File: config.mk
export PLATFORM = sky130hd
export DESIGN_NAME = wb_uart_rx_fifo
export DESIGN_NICKNAME = d
export VERILOG_FILES = /design/src/rtl/wb_uart_rx_fifo.sv
export SDC_FILE = /design/constraint.sdc
export NUM_CORES = 1
export LEC_CHECK = 0
export ABC_AREA = 1
export ABC_CLOCK_PERIOD_IN_PS = 2800
export CAP_MARGIN = 20
export CORE_ASPECT_RATIO = 1.2
export CORE_MARGIN = 4
export CORE_UTILIZATION = 50
export DETAILED_ROUTE_END_ITERATION = 6
export GPL_TIMING_DRIVEN = 0
export PLACE_DENSITY = 0.65
export REMOVE_ABC_BUFFERS = 1
export SLEW_MARGIN = 20
export SYNTH_ARGS = -nofsm -noshare
export SYNTH_HDL_FRONTEND = slang
export SYNTH_SLANG_ARGS = --single-unit
File: constraint.sdc
create_clock -name i_wb_clk -period 2.8 [get_ports i_wb_clk]
set_input_delay 0.7 -clock i_wb_clk [delete_from_list [all_inputs] [get_ports i_wb_clk]]
set_output_delay 0.7 -clock i_wb_clk [all_outputs]
set_load 0.05 [all_outputs]
File: src/rtl/wb_uart_rx_fifo.sv
// Receive-side byte buffer between the UART receiver and the CPU.
// Drains the receiver over a Wishbone master port into a 2^DEPTH_LOG2 x 8 FIFO.
// Serves CPU pops and status reads over a pipelined Wishbone slave port.
// Flags any byte that arrives while the FIFO is full.
module wb_uart_rx_fifo #(
    parameter int DEPTH_LOG2 = 4
) (
    input  logic       i_wb_clk,
    input  logic       i_wb_rst_n,
    // receiver side (this block is master)
    output logic       o_rx_stb,
    input  logic [7:0] i_rx_data,
    input  logic       i_rx_stall,
    input  logic       i_rx_ack,
    // CPU side (this block is slave)
    input  logic       i_wb_stb,
    input  logic       i_wb_addr,
    output logic [7:0] o_wb_data,
    output logic       o_wb_stall,
    output logic       o_wb_ack,
    output logic       o_irq
);

    localparam int DEPTH = 1 << DEPTH_LOG2;
    localparam logic [DEPTH_LOG2:0]   CNT_FULL = (DEPTH_LOG2+1)'(DEPTH);
    localparam logic [DEPTH_LOG2:0]   CNT_ONE  = (DEPTH_LOG2+1)'(1);
    localparam logic [DEPTH_LOG2-1:0] PTR_ONE  = DEPTH_LOG2'(1);

    logic [7:0]            mem [DEPTH];

    logic                  rx_stb_q,   rx_stb_d;
    logic                  wb_ack_q,   wb_ack_d;
    logic [7:0]            wb_data_q,  wb_data_d;
    logic                  overflow_q, overflow_d;
    logic [DEPTH_LOG2-1:0] rd_ptr_q,   rd_ptr_d;
    logic [DEPTH_LOG2-1:0] wr_ptr_q,   wr_ptr_d;
    logic [DEPTH_LOG2:0]   count_q,    count_d;

    logic full, empty, pop, push, status_rd, drop;

    // The stall input carries no information the ack does not already give us.
    logic unused_rx_stall;
    assign unused_rx_stall = i_rx_stall;

    assign full  = (count_q == CNT_FULL);
    assign empty = (count_q == '0);

    // A pop only happens on a data read of a non-empty FIFO; a push is allowed
    // when full as long as the same cycle frees a slot.
    assign pop       = i_wb_stb && !i_wb_addr && !empty;
    assign status_rd = i_wb_stb && i_wb_addr;
    assign push      = i_rx_ack && (!full || pop);
    assign drop      = i_rx_ack && !push;

    // Next-state logic for pointers, occupancy, overflow flag and CPU response.
    always_comb begin
        // NOTE: every signal gets a default before any branch so no latch is inferred.
        rx_stb_d   = 1'b1;
        wb_ack_d   = i_wb_stb;
        wb_data_d  = wb_data_q;
        overflow_d = overflow_q;
        rd_ptr_d   = rd_ptr_q;
        wr_ptr_d   = wr_ptr_q;
        count_d    = count_q;

        if (i_wb_stb) begin
            if (i_wb_addr)
                wb_data_d = {5'b0, overflow_q, full, !empty};
            else if (empty)
                wb_data_d = 8'h00;
            else
                wb_data_d = mem[rd_ptr_q];
        end

        // Clear on status read first so that a same-cycle drop wins.
        if (status_rd) overflow_d = 1'b0;
        if (drop)      overflow_d = 1'b1;

        if (pop)  rd_ptr_d = rd_ptr_q + PTR_ONE;
        if (push) wr_ptr_d = wr_ptr_q + PTR_ONE;

        case ({push, pop})
            2'b10:   count_d = count_q + CNT_ONE;
            2'b01:   count_d = count_q - CNT_ONE;
            default: count_d = count_q;
        endcase
    end

    // Control state registers with synchronous active-low reset.
    always_ff @(posedge i_wb_clk) begin
        // NOTE: state flops use non-blocking assignments so every flop samples pre-edge values.
        if (!i_wb_rst_n) begin
            rx_stb_q   <= 1'b0;
            wb_ack_q   <= 1'b0;
            wb_data_q  <= 8'h00;
            overflow_q <= 1'b0;
            rd_ptr_q   <= '0;
            wr_ptr_q   <= '0;
            count_q    <= '0;
        end else begin
            rx_stb_q   <= rx_stb_d;
            wb_ack_q   <= wb_ack_d;
            wb_data_q  <= wb_data_d;
            overflow_q <= overflow_d;
            rd_ptr_q   <= rd_ptr_d;
            wr_ptr_q   <= wr_ptr_d;
            count_q    <= count_d;
        end
    end

    // FIFO storage write port.
    always_ff @(posedge i_wb_clk) begin
        // NOTE: storage is not reset; count and pointers alone define which entries are valid.
        if (i_wb_rst_n && push)
            mem[wr_ptr_q] <= i_rx_data;
    end

    assign o_rx_stb   = rx_stb_q;
    assign o_wb_ack   = wb_ack_q;
    assign o_wb_data  = wb_data_q;
    assign o_wb_stall = 1'b0;
    assign o_irq      = !empty;

endmodule
# After elaboration in Yosys (flattened, before gate mapping)

Memory sizes are Yosys's and may differ from the RTL's. A register that Yosys moved wholly into a read port is not among the register bits.
Index checks and enable logic that the tools add are counted.

Add/subtract/negate cells: 4
Multiply operators: 0
Div/mod/pow operators: 0
Order comparisons: 0
Equal/unequal tests: 3
Shift-type cells: 0
Multiplexer cells: 10
Bitwise logic cells: 0
Reductions and logical operators: 14

Operators with widths:

| cell                                                               | count |
|---|---|
| 8-bit 2-to-1 mux                                                   | 2 |
| 5-bit case mux with 2 select lines                                 | 1 |
| 4-bit by 1-bit adder with 4-bit output, second input constant      | 2 |
| 4-bit 2-to-1 mux                                                   | 2 |
| 1-bit logical AND                                                  | 6 |
| 5-bit by 1-bit adder with 5-bit output, second input constant      | 1 |
| 5-bit == test, second input constant                               | 1 |
| 5-bit zero test                                                    | 1 |
| 1-bit 2-to-1 mux                                                   | 5 |
| 5-bit by 1-bit subtractor with 5-bit output, second input constant | 1 |
| 1-bit zero test                                                    | 4 |
| 2-bit nonzero test                                                 | 2 |
| 2-bit by 1-bit == test with 1-bit output, second input constant    | 1 |
| 2-bit == test, second input constant                               | 1 |
| 1-bit logical OR                                                   | 1 |

Register bits: 24
Latch bits: 0
Memory bits (writable): 128
Bits in read-only memories: 0
Bits of input ports: 14
Output and inout bits: 12
Word-level logic and storage cells: 39
Memories: 1

Memory list:

| memory | depth | width | rd ports | clocked after Yosys merged registers in | wr ports | RTL line | source |
|---|---|---|---|---|---|---|---|
| mem    | 16    | 8     | 1        | 1                                       | 1        | 29       | `logic [7:0] mem [DEPTH];` |

# Depth between registers and ports, before layout

Depth in word-level cells: 8
Depth in mapped cells: 14

# Worst setup path after synthesis

Ideal clock, no wire load.

Path kind: reg2reg
Start: register count_q[0]
End: register count_q[4]
Arrival: 2365 ps
Setup slack: 366 ps
Stages on the path, launching flop included: 15
Buffers on the path: 0
Period minus slack after synthesis: 2434 ps
Cell sequence: dfxtp_1 nor2_2 nand4_2 nand2_2 nand2_2 nand2_4 ha_1 xor2_1 ha_1 a21o_1 nand3_1 nand2_1 xor2_1 nand2_1 a21oi_1

Cells in the longest elaborated chain, start to end: 7

Ends and longest elaborated chain:

| item                                                                      | RTL line | source |
|---|---|---|
| start, declared                                                           | 37       | `logic [DEPTH_LOG2:0] count_q, count_d;` |
| start signal, assigned                                                    | 107      | `count_q <= count_d;` |
| 5-bit zero test *                                                         | 46       | `assign empty = (count_q == '0);` |
| 1-bit zero test *                                                         | --       |  |
| named net o_irq                                                           | 21       | `output logic o_irq` |
| 1-bit logical AND *                                                       | 50       | `assign pop = i_wb_stb && !i_wb_addr && !empty;` |
| 1-bit logical OR                                                          | 52       | `assign push = i_rx_ack && (!full \|\| pop);` |
| 1-bit logical AND                                                         | 52       |  |
| 2-bit by 1-bit == test with 1-bit output or 2-bit == test (tied branches) | 82       | `case ({push, pop})` |
| 5-bit case mux with 2 select lines or 2-bit nonzero test (tied branches)  | --       |  |

Mark *: on every way through the listed nets, which the timed path passes. The rest lies on a longest branch.
A chain may end at the register's enable or synchronous reset.

# Worst setup path after layout

Start: input port i_wb_addr
End: memory mem[5][5], enable pin

Cells in the longest elaborated chain, start to end: 8

Ends and longest elaborated chain:

| item                                   | RTL line | source |
|---|---|---|
| start, declared                        | 17       | `input logic i_wb_addr,` |
| 1-bit zero test                        | 50       |  |
| 1-bit logical AND (2 in a row)         | 50       |  |
| 1-bit logical OR                       | 52       |  |
| 1-bit logical AND                      | 52       |  |
| 1-bit logical AND                      | 114      | `if (i_wb_rst_n && push)` |
| 1-bit 2-to-1 mux                       | 114      |  |
| 1-bit 2-to-1 mux (implied by the code) | 115      | `mem[wr_ptr_q] <= i_rx_data;` |
| end, declared                          | 29       |  |

Every way passes these cells.

==> flow_results.xml <==
<?xml version="1.0" encoding="UTF-8"?>
<metrics>
  <group name="outcome">
    <metric name="outcome" unit="">finished clean</metric>
  </group>
  <group name="timing">
    <metric name="finalClockSkew" unit="ns">0.00761</metric>
    <metric name="timing.slew.headroom" unit="%">40.7</metric>
    <metric name="hold_violations" unit="">0</metric>
    <metric name="final-setup-viol-count" unit="">0</metric>
    <metric name="holdWs" unit="ns">0.455</metric>
    <metric name="tightest_slew" unit="ns">0.888</metric>
    <metric name="fmax" unit="MHz">382</metric>
    <metric name="final_critical_path_setup_slack" unit="ns">0.180</metric>
    <metric name="final.min_clock_period" unit="ns">2.62</metric>
    <metric name="share_of_the_clock_period_used_by_the_worst_path" unit="%">93.6</metric>
    <metric name="unrepaired_setup_endpoints_after_global_routing" unit="">no</metric>
    <metric name="finalMaxSlewViolations" unit="">0</metric>
  </group>
  <group name="global_route">
    <metric name="pin_count_of_the_biggest_net_entering_global_routing" unit="">68</metric>
    <metric name="first_global_vias" unit="">4155</metric>
    <metric name="antenna_found_initial" unit="">0</metric>
    <metric name="wire_length_of_the_first_global_routing_pass" unit="um">22100</metric>
    <metric name="grtUsageTotal" unit="%">19.4</metric>
    <metric name="grt_remaining_overflow" unit="">0</metric>
  </group>
  <group name="routing">
    <metric name="post_drt_via_cell_ratio" unit="">5.44</metric>
    <metric name="vias" unit="">4294</metric>
    <metric name="first_pass_iters" unit="">5</metric>
    <metric name="routed_wirelength" unit="um">14000</metric>
    <metric name="detail_route.drc_violations" unit="">0</metric>
    <metric name="ant_nets" unit="">0</metric>
    <metric name="avgRoutedWirePerCell" unit="um">17.7</metric>
    <metric name="drt_iter0_markers" unit="">326</metric>
  </group>
  <group name="placement">
    <metric name="placement.io_buffers" unit="">23</metric>
    <metric name="place.detailed.hpwl" unit="um">8420</metric>
    <metric name="gpl.final_weighted_congestion" unit="">0.835</metric>
    <metric name="post_dp_cell_area" unit="um2">6820</metric>
    <metric name="preCtsSetupSlack" unit="ns">-0.395</metric>
  </group>
  <group name="min_path">
    <metric name="holdCritPathClass" unit="">flip-flop to flip-flop</metric>
  </group>
  <group name="synthesis">
    <metric name="post_synth_instance_area" unit="um2">6530</metric>
    <metric name="synth-seq-cells" unit="">156</metric>
    <metric name="post_synth_inst_count" unit="">596</metric>
    <metric name="yosys_warnings" unit="">0</metric>
    <metric name="synth_seq_area_share" unit="%">67.5</metric>
    <metric name="post_synth_num_cell_types" unit="">29</metric>
    <metric name="synthesis.area_per_instance" unit="um2">11.0</metric>
  </group>
  <group name="final_layout">
    <metric name="diodes" unit="">0</metric>
    <metric name="multi_input_comb_area" unit="um2">1750</metric>
    <metric name="final_area" unit="um2">7460</metric>
    <metric name="ff_latch_area" unit="um2">4410</metric>
    <metric name="layout.cells.most_common_list" unit="">sky130_fd_sc_hd__edfxtp_1, sky130_fd_sc_hd__nand2_1, sky130_fd_sc_hd__nor2_1, sky130_fd_sc_hd__nand3_1, sky130_fd_sc_hd__inv_1</metric>
    <metric name="synthToLayoutAreaGrowth" unit="%">14.2</metric>
    <metric name="design.final.nets" unit="">635</metric>
    <metric name="layout.filler_cells" unit="">1063</metric>
    <metric name="final_layout_size_suffix_gt1_share" unit="%">6.72</metric>
    <metric name="most_frequent_standard_cell_in_the_layout_excluding_fill_and_tap_cells" unit="">sky130_fd_sc_hd__edfxtp_1</metric>
    <metric name="finalCoreUtilization" unit="%">58.6</metric>
  </group>
  <group name="worst_setup_path">
    <metric name="timing.critical_path.mode_cell" unit="">sky130_fd_sc_hd__nand2_2</metric>
    <metric name="timing.critical_path.slowest_stage_cell" unit="">sky130_fd_sc_hd__nor2_1</metric>
    <metric name="critPathRequiredTime" unit="ns">2.84</metric>
    <metric name="timing.reg2reg.setup_slack" unit="ns">0.37</metric>
    <metric name="path_depth" unit="">8</metric>
    <metric name="number_of_buffer_and_inverter_instances_along_the_worst_setup_path" unit="">2</metric>
    <metric name="worst_setup_path_end_kind" unit="">flip-flop</metric>
    <metric name="critPathMaxFanout" unit="">8</metric>
    <metric name="regToRegEndpoint" unit="">o_wb_data[4]$_SDFFE_PN0P_</metric>
    <metric name="crit_path_start_kind" unit="">input pin</metric>
    <metric name="ff2ff_path_depth" unit="">8</metric>
    <metric name="worstSetupEndpoint" unit="">mem[5][5]$_DFFE_PP_</metric>
    <metric name="worst_setup_path_startpoint" unit="">i_wb_addr</metric>
    <metric name="worstSetupPathType" unit="">input pin to flip-flop</metric>
    <metric name="critPathMaxStageDelay" unit="ns">0.72</metric>
    <metric name="timing.critical_path.max_delay_family" unit="">simple AND/OR/NAND/NOR gates</metric>
    <metric name="crit_arrival" unit="ns">2.66</metric>
    <metric name="path_cells" unit="">clkdlybuf4s50_1 &gt; nor2_2 &gt; nand2_2 &gt; nand2_2 &gt; nand2_4 &gt; inv_4 &gt; nand2_1 &gt; nor2_1</metric>
  </group>
  <group name="cts">
    <metric name="clock_tree_from_tritoncts" unit="">yes</metric>
    <metric name="tritoncts_num_sinks" unit="">156</metric>
    <metric name="cts_max_path_buffers" unit="">2</metric>
    <metric name="clock_tree.root_cell" unit="">sky130_fd_sc_hd__clkbuf_16</metric>
    <metric name="clock_latency" unit="ns">0.42</metric>
    <metric name="cts_hold_buffers" unit="">0</metric>
    <metric name="numCtsBuffers" unit="">17</metric>
    <metric name="clkSlewWorstSetupHoldPaths" unit="ns">0.05</metric>
    <metric name="htreeDepth" unit="">4</metric>
  </group>
  <group name="power">
    <metric name="ir_worst_vdd" unit="mV">0.502</metric>
    <metric name="leakagePower" unit="nW">2.72</metric>
    <metric name="design_power_total" unit="mW">5.64</metric>
    <metric name="powerDensity" unit="nW/um2">757</metric>
  </group>
  <group name="floorplan">
    <metric name="pin_count" unit="">26</metric>
    <metric name="die_height" unit="um">133</metric>
    <metric name="start_util" unit="%">51.3</metric>
    <metric name="floorplan.core_area" unit="um2">12700</metric>
    <metric name="dieWidth" unit="um">112</metric>
    <metric name="fp.dieArea" unit="um2">15000</metric>
    <metric name="fp-row-count" unit="">45</metric>
  </group>
  <group name="flow_run">
    <metric name="maxCapViolCount" unit="">0</metric>
  </group>
</metrics>
## where the power goes
| part | internal, mW | total (mW) | switching [mW] | leakage, nW |
|---|---|---|---|---|
| Combinational | 0.212 | 0.677 | 0.464 | 1.04 |
| Sequential | 2.56 | 2.62 | 0.0583 | 1.38 |
| Clock | 1.49 | 2.34 | 0.854 | 0.300 |
| Total | 4.27 | 5.64 | 1.38 | 2.72 |
## worst register-to-register path, stage by stage (launching register included)
cell                      delay, ns
sky130_fd_sc_hd__dfxtp_1       0.83
sky130_fd_sc_hd__inv_2         0.59
sky130_fd_sc_hd__nor2_1        0.23
sky130_fd_sc_hd__o21ai_0       0.10
sky130_fd_sc_hd__nand3_1       0.14
sky130_fd_sc_hd__nand3_1       0.14
sky130_fd_sc_hd__nand2_1       0.14
sky130_fd_sc_hd__nand2_1       0.08
sky130_fd_sc_hd__a21oi_1       0.12
## flip-flops by register name (all words and copies together), names as in the netlist, named ones only
register,cells
mem,128
o_wb_data,8
count_q,5
rd_ptr_q,4
wr_ptr_q,4
o_rx_stb,1
o_wb_ack,1
overflow_q,1
## cells by family (layout without fill, tap and decap cells)
logic type | after synthesis | after routing | synth area share [%]
compound gates | 83 | 83 | 7.21
xor+xnor | 6 | 6 | 0.805
fa+ha+maj | 9 | 9 | 1.73
buf+inv | 82 | 111 | 5.87
flops | 156 | 156 | 67.5
other cells | 1 | 1 | 0.0574
simple gates | 259 | 259 | 16.9
## metal layers
layer  up-vias  wire [um]  global-route usage (%)
met5         -          0                       0
met4         0        430                    9.22
met3        31        659                    3.45
met2       118       7160                    32.4
met1      2067       5740                    24.5
li1       2078          -                       -
## synth_stat cells
| library cell | n | area share [%] |
|---|---|---|
| sky130_fd_sc_hd__clkbuf_1 | 3 | 0.17 |
| sky130_fd_sc_hd__o21bai_1 | 1 | 0.12 |
| sky130_fd_sc_hd__o211ai_1 | 20 | 2.3 |
| sky130_fd_sc_hd__buf_6 | 4 | 0.69 |
| sky130_fd_sc_hd__nor3_1 | 2 | 0.15 |
| sky130_fd_sc_hd__edfxtp_1 | 128 | 59 |
| sky130_fd_sc_hd__a21o_1 | 1 | 0.12 |
| sky130_fd_sc_hd__nor2_2 | 2 | 0.19 |
| sky130_fd_sc_hd__xor2_1 | 6 | 0.81 |
| sky130_fd_sc_hd__inv_1 | 49 | 2.8 |
| sky130_fd_sc_hd__inv_4 | 1 | 0.096 |
| sky130_fd_sc_hd__nand2_1 | 98 | 5.6 |
| sky130_fd_sc_hd__ha_1 | 9 | 1.7 |
| sky130_fd_sc_hd__nand3_1 | 74 | 5.7 |
| sky130_fd_sc_hd__nand2_4 | 2 | 0.35 |
| sky130_fd_sc_hd__nand4_2 | 1 | 0.19 |
| sky130_fd_sc_hd__buf_2 | 9 | 0.69 |
| sky130_fd_sc_hd__nor2_1 | 78 | 4.5 |
| sky130_fd_sc_hd__o21ai_1 | 1 | 0.077 |
| sky130_fd_sc_hd__clkinv_1 | 1 | 0.057 |
| sky130_fd_sc_hd__inv_2 | 4 | 0.23 |
| sky130_fd_sc_hd__nand2_2 | 2 | 0.19 |
| sky130_fd_sc_hd__clkbuf_2 | 1 | 0.077 |
| sky130_fd_sc_hd__a21oi_1 | 22 | 1.7 |
| sky130_fd_sc_hd__dfxtp_1 | 28 | 8.6 |
| sky130_fd_sc_hd__conb_1 | 1 | 0.057 |
| sky130_fd_sc_hd__buf_1 | 2 | 0.12 |
| sky130_fd_sc_hd__buf_4 | 8 | 0.92 |
| sky130_fd_sc_hd__o21ai_0 | 38 | 2.9 |
## how the worst min path moves through the flow
stage	start	end	cells after the start
floorplan	rd_ptr_q[3]$_SDFFE_PN0P_	flip-flop	1
global placement	rd_ptr_q[3]$_SDFFE_PN0P_	flip-flop	1
detailed placement	rd_ptr_q[3]$_SDFFE_PN0P_	rd_ptr_q[3]$_SDFFE_PN0P_	1
CTS	rd_ptr_q[3]$_SDFFE_PN0P_	rd_ptr_q[3]$_SDFFE_PN0P_	1
global route	overflow_q$_SDFFE_PN0P_	overflow_q$_SDFFE_PN0P_	2
finish	rd_ptr_q[3]$_SDFFE_PN0P_	rd_ptr_q[3]$_SDFFE_PN0P_	1
## timing repair
| action | CTS | global route |
|---|---|---|
| endpoints found under the setup margin | 0 | 84 |
| gates resized for setup | 0 | 5 |
| buffers inserted | 0 | 0 |
## stage by stage
step                setup TNS [ns]  std cells
floorplan                   -0.945        569
global placement            -43.47        756
detailed placement          -38.57        757
CTS                              0        789
global route                     0        789
finish                           0        789
## layout make-up
type                       instances  area share, %
clock inverter                     2          0.520
timing repair buffer              24           3.49
clock buffer                      30           7.77
inverter                          55           2.84
tap                              164           2.75
multi-input combinational        358           23.5
sequential                       156           59.1
Power figures use the tool's default switching activity.
